[config.mk]
export PLATFORM = sky130hd
export DESIGN_NAME = hazard_fwd_unit
export DESIGN_NICKNAME = d
export VERILOG_FILES = /design/src/rtl/hazard_fwd_unit.sv
export SDC_FILE = /design/constraint.sdc
export NUM_CORES = 1
export LEC_CHECK = 0
export BUFFER_PORTS_ARGS = -buffer_cell sky130_fd_sc_hd__buf_4
export CELL_PAD_IN_SITES_DETAIL_PLACEMENT = 1
export CELL_PAD_IN_SITES_GLOBAL_PLACEMENT = 2
export CORE_MARGIN = 10
export CORE_UTILIZATION = 22
export DETAILED_ROUTE_END_ITERATION = 6
export PLACE_DENSITY_LB_ADDON = 0.05
export SYNTH_ARGS = -nofsm -noshare
export SYNTH_HDL_FRONTEND = slang
export SYNTH_SLANG_ARGS = --single-unit
[constraint.sdc]
create_clock -name i_clk -period 2.7 [get_ports i_clk]
set_clock_uncertainty 0.15 [all_clocks]
set_input_delay 0.54 -clock i_clk [delete_from_list [all_inputs] [get_ports i_clk]]
set_output_delay 0.54 -clock i_clk [all_outputs]
set_load 0.005 [all_outputs]
[src/rtl/hazard_fwd_unit.sv]
// Hazard detection and operand forwarding for a 5-stage RV32 pipeline.
// Drives stall/flush enables, EX bypass selects and stall/flush counters.
//
// Ports:
//   i_clk, i_reset       clock, async active-low reset
//   instr_id..instr_wb   instruction held in each pipeline register
//   rd_wren_ex/mem/wb    stage will write its rd
//   pc_sel_ex            branch/jump taken, resolved in EX
//   o_enable_pc/if       PC and IF/ID load enables
//   o_flush_if/id        bubble into IF/ID and ID/EX
//   o_fwd_a/b_sel        EX operand source: 00 RF, 01 MEM, 10 WB
//   o_hazard             raw hazard indication
//   o_err                sticky: too many consecutive stalls
//   o_stall_cnt          saturating stall-cycle count
//   o_flush_cnt          saturating taken-branch count
module hazard_fwd_unit #(
   parameter int FWD_EN      = 1,
   parameter int RF_WR_FIRST = 1,
   parameter int CNT_W       = 16,
   parameter int MAX_STALL   = 4
) (
   input  logic             i_clk,
   input  logic             i_reset,
   input  logic [31:0]      instr_id,
   input  logic [31:0]      instr_ex,
   input  logic [31:0]      instr_mem,
   input  logic [31:0]      instr_wb,
   input  logic             rd_wren_ex,
   input  logic             rd_wren_mem,
   input  logic             rd_wren_wb,
   input  logic             pc_sel_ex,
   output logic             o_enable_pc,
   output logic             o_enable_if,
   output logic             o_flush_if,
   output logic             o_flush_id,
   output logic [1:0]       o_fwd_a_sel,
   output logic [1:0]       o_fwd_b_sel,
   output logic             o_hazard,
   output logic             o_err,
   output logic [CNT_W-1:0] o_stall_cnt,
   output logic [CNT_W-1:0] o_flush_cnt
);

   localparam logic [6:0] OP_LUI   = 7'b0110111;
   localparam logic [6:0] OP_AUIPC = 7'b0010111;
   localparam logic [6:0] OP_JAL   = 7'b1101111;
   localparam logic [6:0] OP_R     = 7'b0110011;
   localparam logic [6:0] OP_S     = 7'b0100011;
   localparam logic [6:0] OP_B     = 7'b1100011;
   localparam logic [6:0] OP_LOAD  = 7'b0000011;

   // Run-length counter only needs to reach one past the limit.
   localparam int CW = $clog2(MAX_STALL + 2);
   localparam logic [CW-1:0] RUN_SAT = CW'(MAX_STALL + 1);
   localparam logic [CW-1:0] RUN_THR = CW'(MAX_STALL);

   typedef enum logic [1:0] {
      RUN,
      STALL,
      FLUSH
   } state_t;

   function automatic logic uses_rs1(input logic [6:0] op);
      return !((op == OP_LUI) || (op == OP_AUIPC) || (op == OP_JAL));
   endfunction

   function automatic logic uses_rs2(input logic [6:0] op);
      return (op == OP_R) || (op == OP_S) || (op == OP_B);
   endfunction

   function automatic logic hit(
      input logic       used,
      input logic [4:0] src,
      input logic       wr,
      input logic [4:0] rd
   );
      return used && wr && (src == rd);
   endfunction

   // MEM holds the younger result, so it wins over WB.
   function automatic logic [1:0] fwd_sel(
      input logic       used,
      input logic [4:0] src,
      input logic       wr_m,
      input logic [4:0] rd_m,
      input logic       wr_w,
      input logic [4:0] rd_w
   );
      logic [1:0] s;
      s = 2'b00;
      if (hit(used, src, wr_m, rd_m)) begin
         s = 2'b01;
      end else if (hit(used, src, wr_w, rd_w)) begin
         s = 2'b10;
      end
      return s;
   endfunction

   logic [4:0] rs1_id;
   logic [4:0] rs2_id;
   logic [4:0] rs1_ex;
   logic [4:0] rs2_ex;
   logic [4:0] rd_ex;
   logic [4:0] rd_mem;
   logic [4:0] rd_wb;
   logic       u1_id;
   logic       u2_id;
   logic       u1_ex;
   logic       u2_ex;
   logic       wr_ex;
   logic       wr_mem;
   logic       wr_wb;
   logic       load_ex;
   logic       hit_ex;
   logic       hit_mem;
   logic       hit_wb;
   logic       haz_raw;
   logic       stall;
   logic       flush;

   state_t          state_q;
   state_t          state_d;
   logic [CW-1:0]   run_q;
   logic [CW-1:0]   run_d;
   logic            err_q;
   logic            err_d;
   logic [CNT_W-1:0] stall_cnt_q;
   logic [CNT_W-1:0] stall_cnt_d;
   logic [CNT_W-1:0] flush_cnt_q;
   logic [CNT_W-1:0] flush_cnt_d;

   logic unused_ok;

   assign rs1_id = instr_id[19:15];
   assign rs2_id = instr_id[24:20];
   assign rs1_ex = instr_ex[19:15];
   assign rs2_ex = instr_ex[24:20];
   assign rd_ex  = instr_ex[11:7];
   assign rd_mem = instr_mem[11:7];
   assign rd_wb  = instr_wb[11:7];

   assign u1_id = uses_rs1(instr_id[6:0]);
   assign u2_id = uses_rs2(instr_id[6:0]);
   assign u1_ex = uses_rs1(instr_ex[6:0]);
   assign u2_ex = uses_rs2(instr_ex[6:0]);

   // x0 destinations never create a dependency.
   assign wr_ex  = rd_wren_ex  && (rd_ex  != 5'd0);
   assign wr_mem = rd_wren_mem && (rd_mem != 5'd0);
   assign wr_wb  = rd_wren_wb  && (rd_wb  != 5'd0);

   assign load_ex = (instr_ex[6:0] == OP_LOAD);

   assign hit_ex  = hit(u1_id, rs1_id, wr_ex, rd_ex)
                  | hit(u2_id, rs2_id, wr_ex, rd_ex);
   assign hit_mem = hit(u1_id, rs1_id, wr_mem, rd_mem)
                  | hit(u2_id, rs2_id, wr_mem, rd_mem);
   assign hit_wb  = hit(u1_id, rs1_id, wr_wb, rd_wb)
                  | hit(u2_id, rs2_id, wr_wb, rd_wb);

   always_comb begin
      haz_raw = 1'b0;
      if (FWD_EN != 0) begin
         haz_raw = load_ex && hit_ex;
      end else begin
         haz_raw = hit_ex || hit_mem
                || ((RF_WR_FIRST == 0) && hit_wb);
      end
   end

   // Reset masks everything so a mid-stall reset drops the stall.
   assign stall = i_reset && haz_raw && !pc_sel_ex;
   assign flush = i_reset && pc_sel_ex;

   always_comb begin
      o_enable_pc = 1'b1;
      o_enable_if = 1'b1;
      o_flush_if  = 1'b0;
      o_flush_id  = 1'b0;
      o_hazard    = 1'b0;
      o_fwd_a_sel = 2'b00;
      o_fwd_b_sel = 2'b00;
      if (i_reset) begin
         o_hazard = haz_raw;
         if (FWD_EN != 0) begin
            o_fwd_a_sel = fwd_sel(u1_ex, rs1_ex, wr_mem, rd_mem,
                                  wr_wb, rd_wb);
            o_fwd_b_sel = fwd_sel(u2_ex, rs2_ex, wr_mem, rd_mem,
                                  wr_wb, rd_wb);
         end
         if (pc_sel_ex) begin
            o_flush_if = 1'b1;
            o_flush_id = 1'b1;
         end else if (haz_raw) begin
            o_enable_pc = 1'b0;
            o_enable_if = 1'b0;
            o_flush_id  = 1'b1;
         end
      end
   end

   always_comb begin
      state_d     = RUN;
      run_d       = '0;
      err_d       = err_q;
      stall_cnt_d = stall_cnt_q;
      flush_cnt_d = flush_cnt_q;
      if (flush) begin
         state_d = FLUSH;
      end else if (stall) begin
         state_d = STALL;
      end
      if (stall) begin
         if (state_q != STALL) begin
            run_d = CW'(1);
         end else if (run_q != RUN_SAT) begin
            run_d = run_q + CW'(1);
         end else begin
            run_d = run_q;
         end
      end
      if (run_d > RUN_THR) begin
         err_d = 1'b1;
      end
      if (stall && (stall_cnt_q != '1)) begin
         stall_cnt_d = stall_cnt_q + CNT_W'(1);
      end
      if (flush && (flush_cnt_q != '1)) begin
         flush_cnt_d = flush_cnt_q + CNT_W'(1);
      end
   end

   always_ff @(posedge i_clk or negedge i_reset) begin
      if (!i_reset) begin
         state_q     <= RUN;
         run_q       <= '0;
         err_q       <= 1'b0;
         stall_cnt_q <= '0;
         flush_cnt_q <= '0;
      end else begin
         state_q     <= state_d;
         run_q       <= run_d;
         err_q       <= err_d;
         stall_cnt_q <= stall_cnt_d;
         flush_cnt_q <= flush_cnt_d;
      end
   end

   assign o_err       = err_q;
   assign o_stall_cnt = stall_cnt_q;
   assign o_flush_cnt = flush_cnt_q;

   assign unused_ok = ^{instr_id[31:25], instr_id[14:7],
                        instr_ex[31:25], instr_ex[14:12],
                        instr_mem[31:12], instr_mem[6:0],
                        instr_wb[31:12], instr_wb[6:0]};

endmodule

# Word-level counts from Yosys, hierarchy flattened
# Cells that the tools add are included.
totals:
  out_inout_bits: 42
  elab_cells: 88
  n_memories: 0
  ff_bits: 38
  latch_bits: 0
  ram_bits: 0
  rom_bits: 0
classes:
  multipliers: 0
  shifts: 0
  n_eq_ne: 23
  reduce_logical: 35
  add_sub_neg: 3
  magnitude_cmp: 1
  muxes: 20
  n_bitwise: 1
  div_mod_pow: 0
ops:
  columns: ["op", "n"]
  rows:
  - ["7-bit by 6-bit == test with 1-bit output, second input constant", 6]
  - ["16-bit by 1-bit adder with 16-bit output, second input constant", 2]
  - ["16-bit != test, second input constant", 2]
  - ["5-bit == test", 6]
  - ["7-bit == test, second input constant", 4]
  - ["1-bit logical AND", 21]
  - ["5-bit nonzero test", 3]
  - ["7-bit by 5-bit == test with 1-bit output, second input constant", 2]
  - ["2-bit two-way mux", 7]
  - ["1-bit two-way mux", 10]
  - ["3-bit two-way mux", 3]
  - ["1-bit logical OR", 8]
  - ["7-bit by 2-bit == test with 1-bit output, second input constant", 1]
  - ["3-bit by 1-bit adder with 3-bit output, second input constant", 1]
  - ["3-bit > comparator, second input constant", 1]
  - ["1-bit zero test", 3]
  - ["3-bit != test, second input constant", 1]
  - ["2-bit by 1-bit != test with 1-bit output, second input constant", 1]
  - ["1-bit OR", 1]

# Logic depth before layout (Yosys ltp)
depth:
  word_depth: 12
  mapped_depth: 7
  ltp_nobuf: 7

# Worst setup path after synthesis
# Ideal clock, no wire load.
synth_timing:
  kind: "in2out"
  from: "in instr_id[6]"
  to: "out o_enable_pc"
  required_time_ns: 2.010
  path_slack_ns: 0.067
  n_path_buf: 2
  cell_stages: 7
  arrival_ns: 1.943
  path_cell_list: "and2_1 a2111oi_2 nor3_1 o21ai_1 or2_2 clkbuf_1 buf_4"
synth_via:
  elab_chain_len: 11
synth_lines:
  columns: ["item", "line_no", "source"]
  rows:
  - ["start, declared", "24", "input logic [31:0] instr_id,"]
  - ["7-bit by 6-bit == test with 1-bit output or 7-bit by 5-bit == test with 1-bit output (tied branches)", "64", "return !((op == OP_LUI) || (op == OP_AUIPC) || (op == OP_JAL));"]
  - ["1-bit logical OR (2 in a row)", "64", null]
  - ["1-bit zero test", "64", null]
  - ["1-bit logical AND (2 in a row)", "77", "return used && wr && (src == rd);"]
  - ["1-bit OR (*)", "155", "| hit(u2_id, rs2_id, wr_ex, rd_ex);"]
  - ["1-bit logical AND (*)", "164", "haz_raw = load_ex && hit_ex;"]
  - ["1-bit two-way mux (*) (3 in a row)", null, null]
  - ["end, declared", "32", "output logic o_enable_pc,"]
# Mark *: on every way between the ends. The rest lies on a longest branch, timed or not.

# Worst setup path in the final report
layout_timing:
  from: "in instr_ex[3]"
  to: "out o_fwd_b_sel[0]"
layout_via:
  elab_chain_len: 7
layout_lines:
  columns: ["item", "line_no", "source"]
  rows:
  - ["start, declared", "25", "input logic [31:0] instr_ex,"]
  - ["7-bit by 6-bit == test with 1-bit output", "68", "return (op == OP_R) || (op == OP_S) || (op == OP_B);"]
  - ["1-bit logical OR", "68", null]
  - ["1-bit logical OR (*)", "68", null]
  - ["1-bit logical AND (*) (2 in a row)", "77", null]
  - ["2-bit two-way mux (*)", "91", "if (hit(used, src, wr_m, rd_m)) begin"]
  - ["2-bit two-way mux (*)", "183", "if (i_reset) begin"]
  - ["end, declared", "37", "output logic [1:0] o_fwd_b_sel,"]
# Marks and branches as above.

==> impl_metrics.toml <==
[critical_path]
start_kind = "input pin"
cp.buffers_inverters = 2
crit_arrival_ns = 2.05
worst_r2r_path_depth = 7
worstReg2RegEnd = "o_flush_cnt[15]$_DFFE_PN0P_"
crit_slowest_cell = "or4_4"
crit_cells = 7
r2r_start = "o_flush_cnt[0]$_DFFE_PN0P_"
end_kind = "output port"
max_stage_delay_ns = 0.44
crit_path_start = "instr_ex[3]"
critPathTopFamily = "simple AND/OR/NAND/NOR gates"
worstPathMaxFanout = 2
ff2ff_setup_slack_ns = 0.59
crit_required_ns = 2.01
path_cells = "buf_6, and4bb_2, nand3_2, or4_4, nor4_4, and2_4, buf_6"
critPathMostFrequentCell = "buf_6"
critPathKind = "in -> out"

[logic_synthesis]
syn_avg_cell_area_um2 = 9.82
ys_ff_latch = 38
netlist_instances = 251
async_flop_share = 1.00
synth.top_cell.area_share = 0.386
synth_common_cells = "dfrtp_1, xor2_1, xnor2_1"
yosysTopAreaCell = "dfrtp_1"
yosysSeqAreaShare = 0.386
yosysMostFrequentCell = "dfrtp_1"
synth.distinct_cells = 41
synth-edff-count = 0
ys_warn_count = 0
synth_nets = 389
netlist_area_um2 = 2460
ys.flop_type = "dfrtp_1"
synthTopCellsByArea = "dfrtp_1, xor2_1, xnor2_1, nand2_1, nand4_1"

[layout]
drive_gt1_frac = 0.436
n_fill_cell = 1263
syn_to_final_growth_pct = 53.0
nets = 521
num_antenna_cells = 0

[floorplan]
fp.dieH_um = 126
dieArea_um2 = 15800
ios = 176
rows = 38
core-area_um2 = 10900
die-width_um = 126
initial_core_util = 0.226

[power_and_ir_drop]
peakVddDrop_mv = 0.305
p_total_mw = 1.40
p_leak_nw = 1.79
powerDensity_nw_per_um2 = 372

[clock_network]
worstSkewPairLatency_ns = 0.29
cts_made_buffers = 5
h-tree-depth = 2
root_buffer = "clkbuf_8"
cts_tree = "yes"
clk_pin_slew_ns = 0.08
cts.sinks = 38
clockBufferDepth = 2

[sta]
slew_viol_final = 0
min_period_over_period = 1.01
max_slew.worst_pin.slew_ns = 0.474
setup_violations = 2
max_freq_mhz = 366
hold_viol = 0
setup-tns-final_ns = -0.0475
period_needed_ns = 2.74
hold_slack_ns = 0.119
rsz0062_at_grt = "yes"
max_slew_margin = 0.676
layout_setup_ws_ns = -0.0352

[routing]
drt_pass1_iterations = 4
vias = 2336
avgViaCountPerCell = 4.47
routed_wl_um = 8160
drt-initial-drc-count = 69
ant_nets = 0
drc = 0
wl_per_cell_um = 15.6

[status]
status = "complete, but fails checks"
violations = "setup timing"

[placement]
dp_slack_ns = -0.310
place_congestion = 0.761
place_hpwl_um = 6810
placement.io_buffers = 96

[grt]
grt_pass1_wl_um = 13700
grt-ovfl-total = 0
grt_pass1_vias = 2678
grt_antenna_before_repair = 0
grt_usage = 0.102
grt_max_degree = 25

[min_path]
hold_path.class = "in -> async"

[run]
maxCapViolCount = 0
worst max-delay path by stage:
stage,to,slack [ns]
after global routing,o_fwd_b_sel[0],-0.12
after floorplan,o_enable_pc,0.07
after detailed placement,o_fwd_b_sel[0],-0.31
final,o_fwd_b_sel[0],-0.04
after CTS,o_fwd_b_sel[0],-0.06
after global placement,o_fwd_b_sel[0],-0.26
worst register-to-register path: cells and delay by family (launching register included):
family,cells,cell delay (ns)
fa+ha+maj,1,0.25
xor+xnor,1,0.14
flops,1,0.41
compound gates,1,0.14
simple gates,4,0.90
state kept, by name, indices dropped and copies added, names as in the netlist:
signal,cells
o_err,1
o_flush_cnt,16
o_stall_cnt,16
run_q,3
state_q,2
power breakdown:
part / switching (mW) / internal, mW / total (mW)
clock: 0.203 / 0.174 / 0.377
combinational: 0.147 / 0.204 / 0.351
sequential: 0.0626 / 0.612 / 0.674
layout make-up:
cell class / instances / area, um2 / share of cell area
Sequential cell: 38 / 951 / 0.252
Clock inverter: 2 / 10.0 / 0.00266
Clock buffer: 5 / 68.8 / 0.0183
Inverter: 6 / 22.5 / 0.00598
Multi-Input combinational cell: 202 / 1550 / 0.412
Timing Repair Buffer: 130 / 990 / 0.263
Tap cell: 140 / 175 / 0.0465
logic make-up after synthesis:
kind of cell / share of synthesized area
flip-flops: 0.386
XOR/XNOR: 0.217
multiplexers: 0.00914
AO/OA/AOI/OAI: 0.0371
AND/OR/NAND/NOR: 0.308
buffers and inverters: 0.0223
adder cells (fa/ha/maj): 0.0203
per-layer routing:
metal	part of all wire	track usage	wire length [um]
met5	0	0	0
met4	0.0093	0.0194	76
met3	0.061	0.0357	496
met2	0.49	0.171	3960
met1	0.44	0.123	3620
cell usage in the layout (no fill, tap or decap), types with 10 or more instances in the layout:
master	Yosys	final
buf_4	1	126
dfrtp_1	38	38
nand2_1	26	26
nand3_1	11	10
nand4_1	14	14
nor2_1	17	16
nor3_1	13	10
xnor2_1	28	26
xor2_1	33	33
per-stage QoR:
stage	instances	instance area [um2]	util
2_1_floorplan	251	2460	-
3_3_place_gp	513	3560	0.327
3_5_place_dp	513	3560	0.327
4_1_cts	522	3720	0.342
5_1_grt	523	3770	0.346
6_report	523	3770	0.346
what timing repair did:
action                                  in CTS  in global routing
buffers inserted                             1                  1
hold buffers                                 1                  0
hold endpoints to repair                     1                  0
gates resized for setup                     12                  9
endpoints found under the setup margin       6                  8
pin swaps                                    7                  5
No activity file was read; power rests on OpenSTA's default activity.
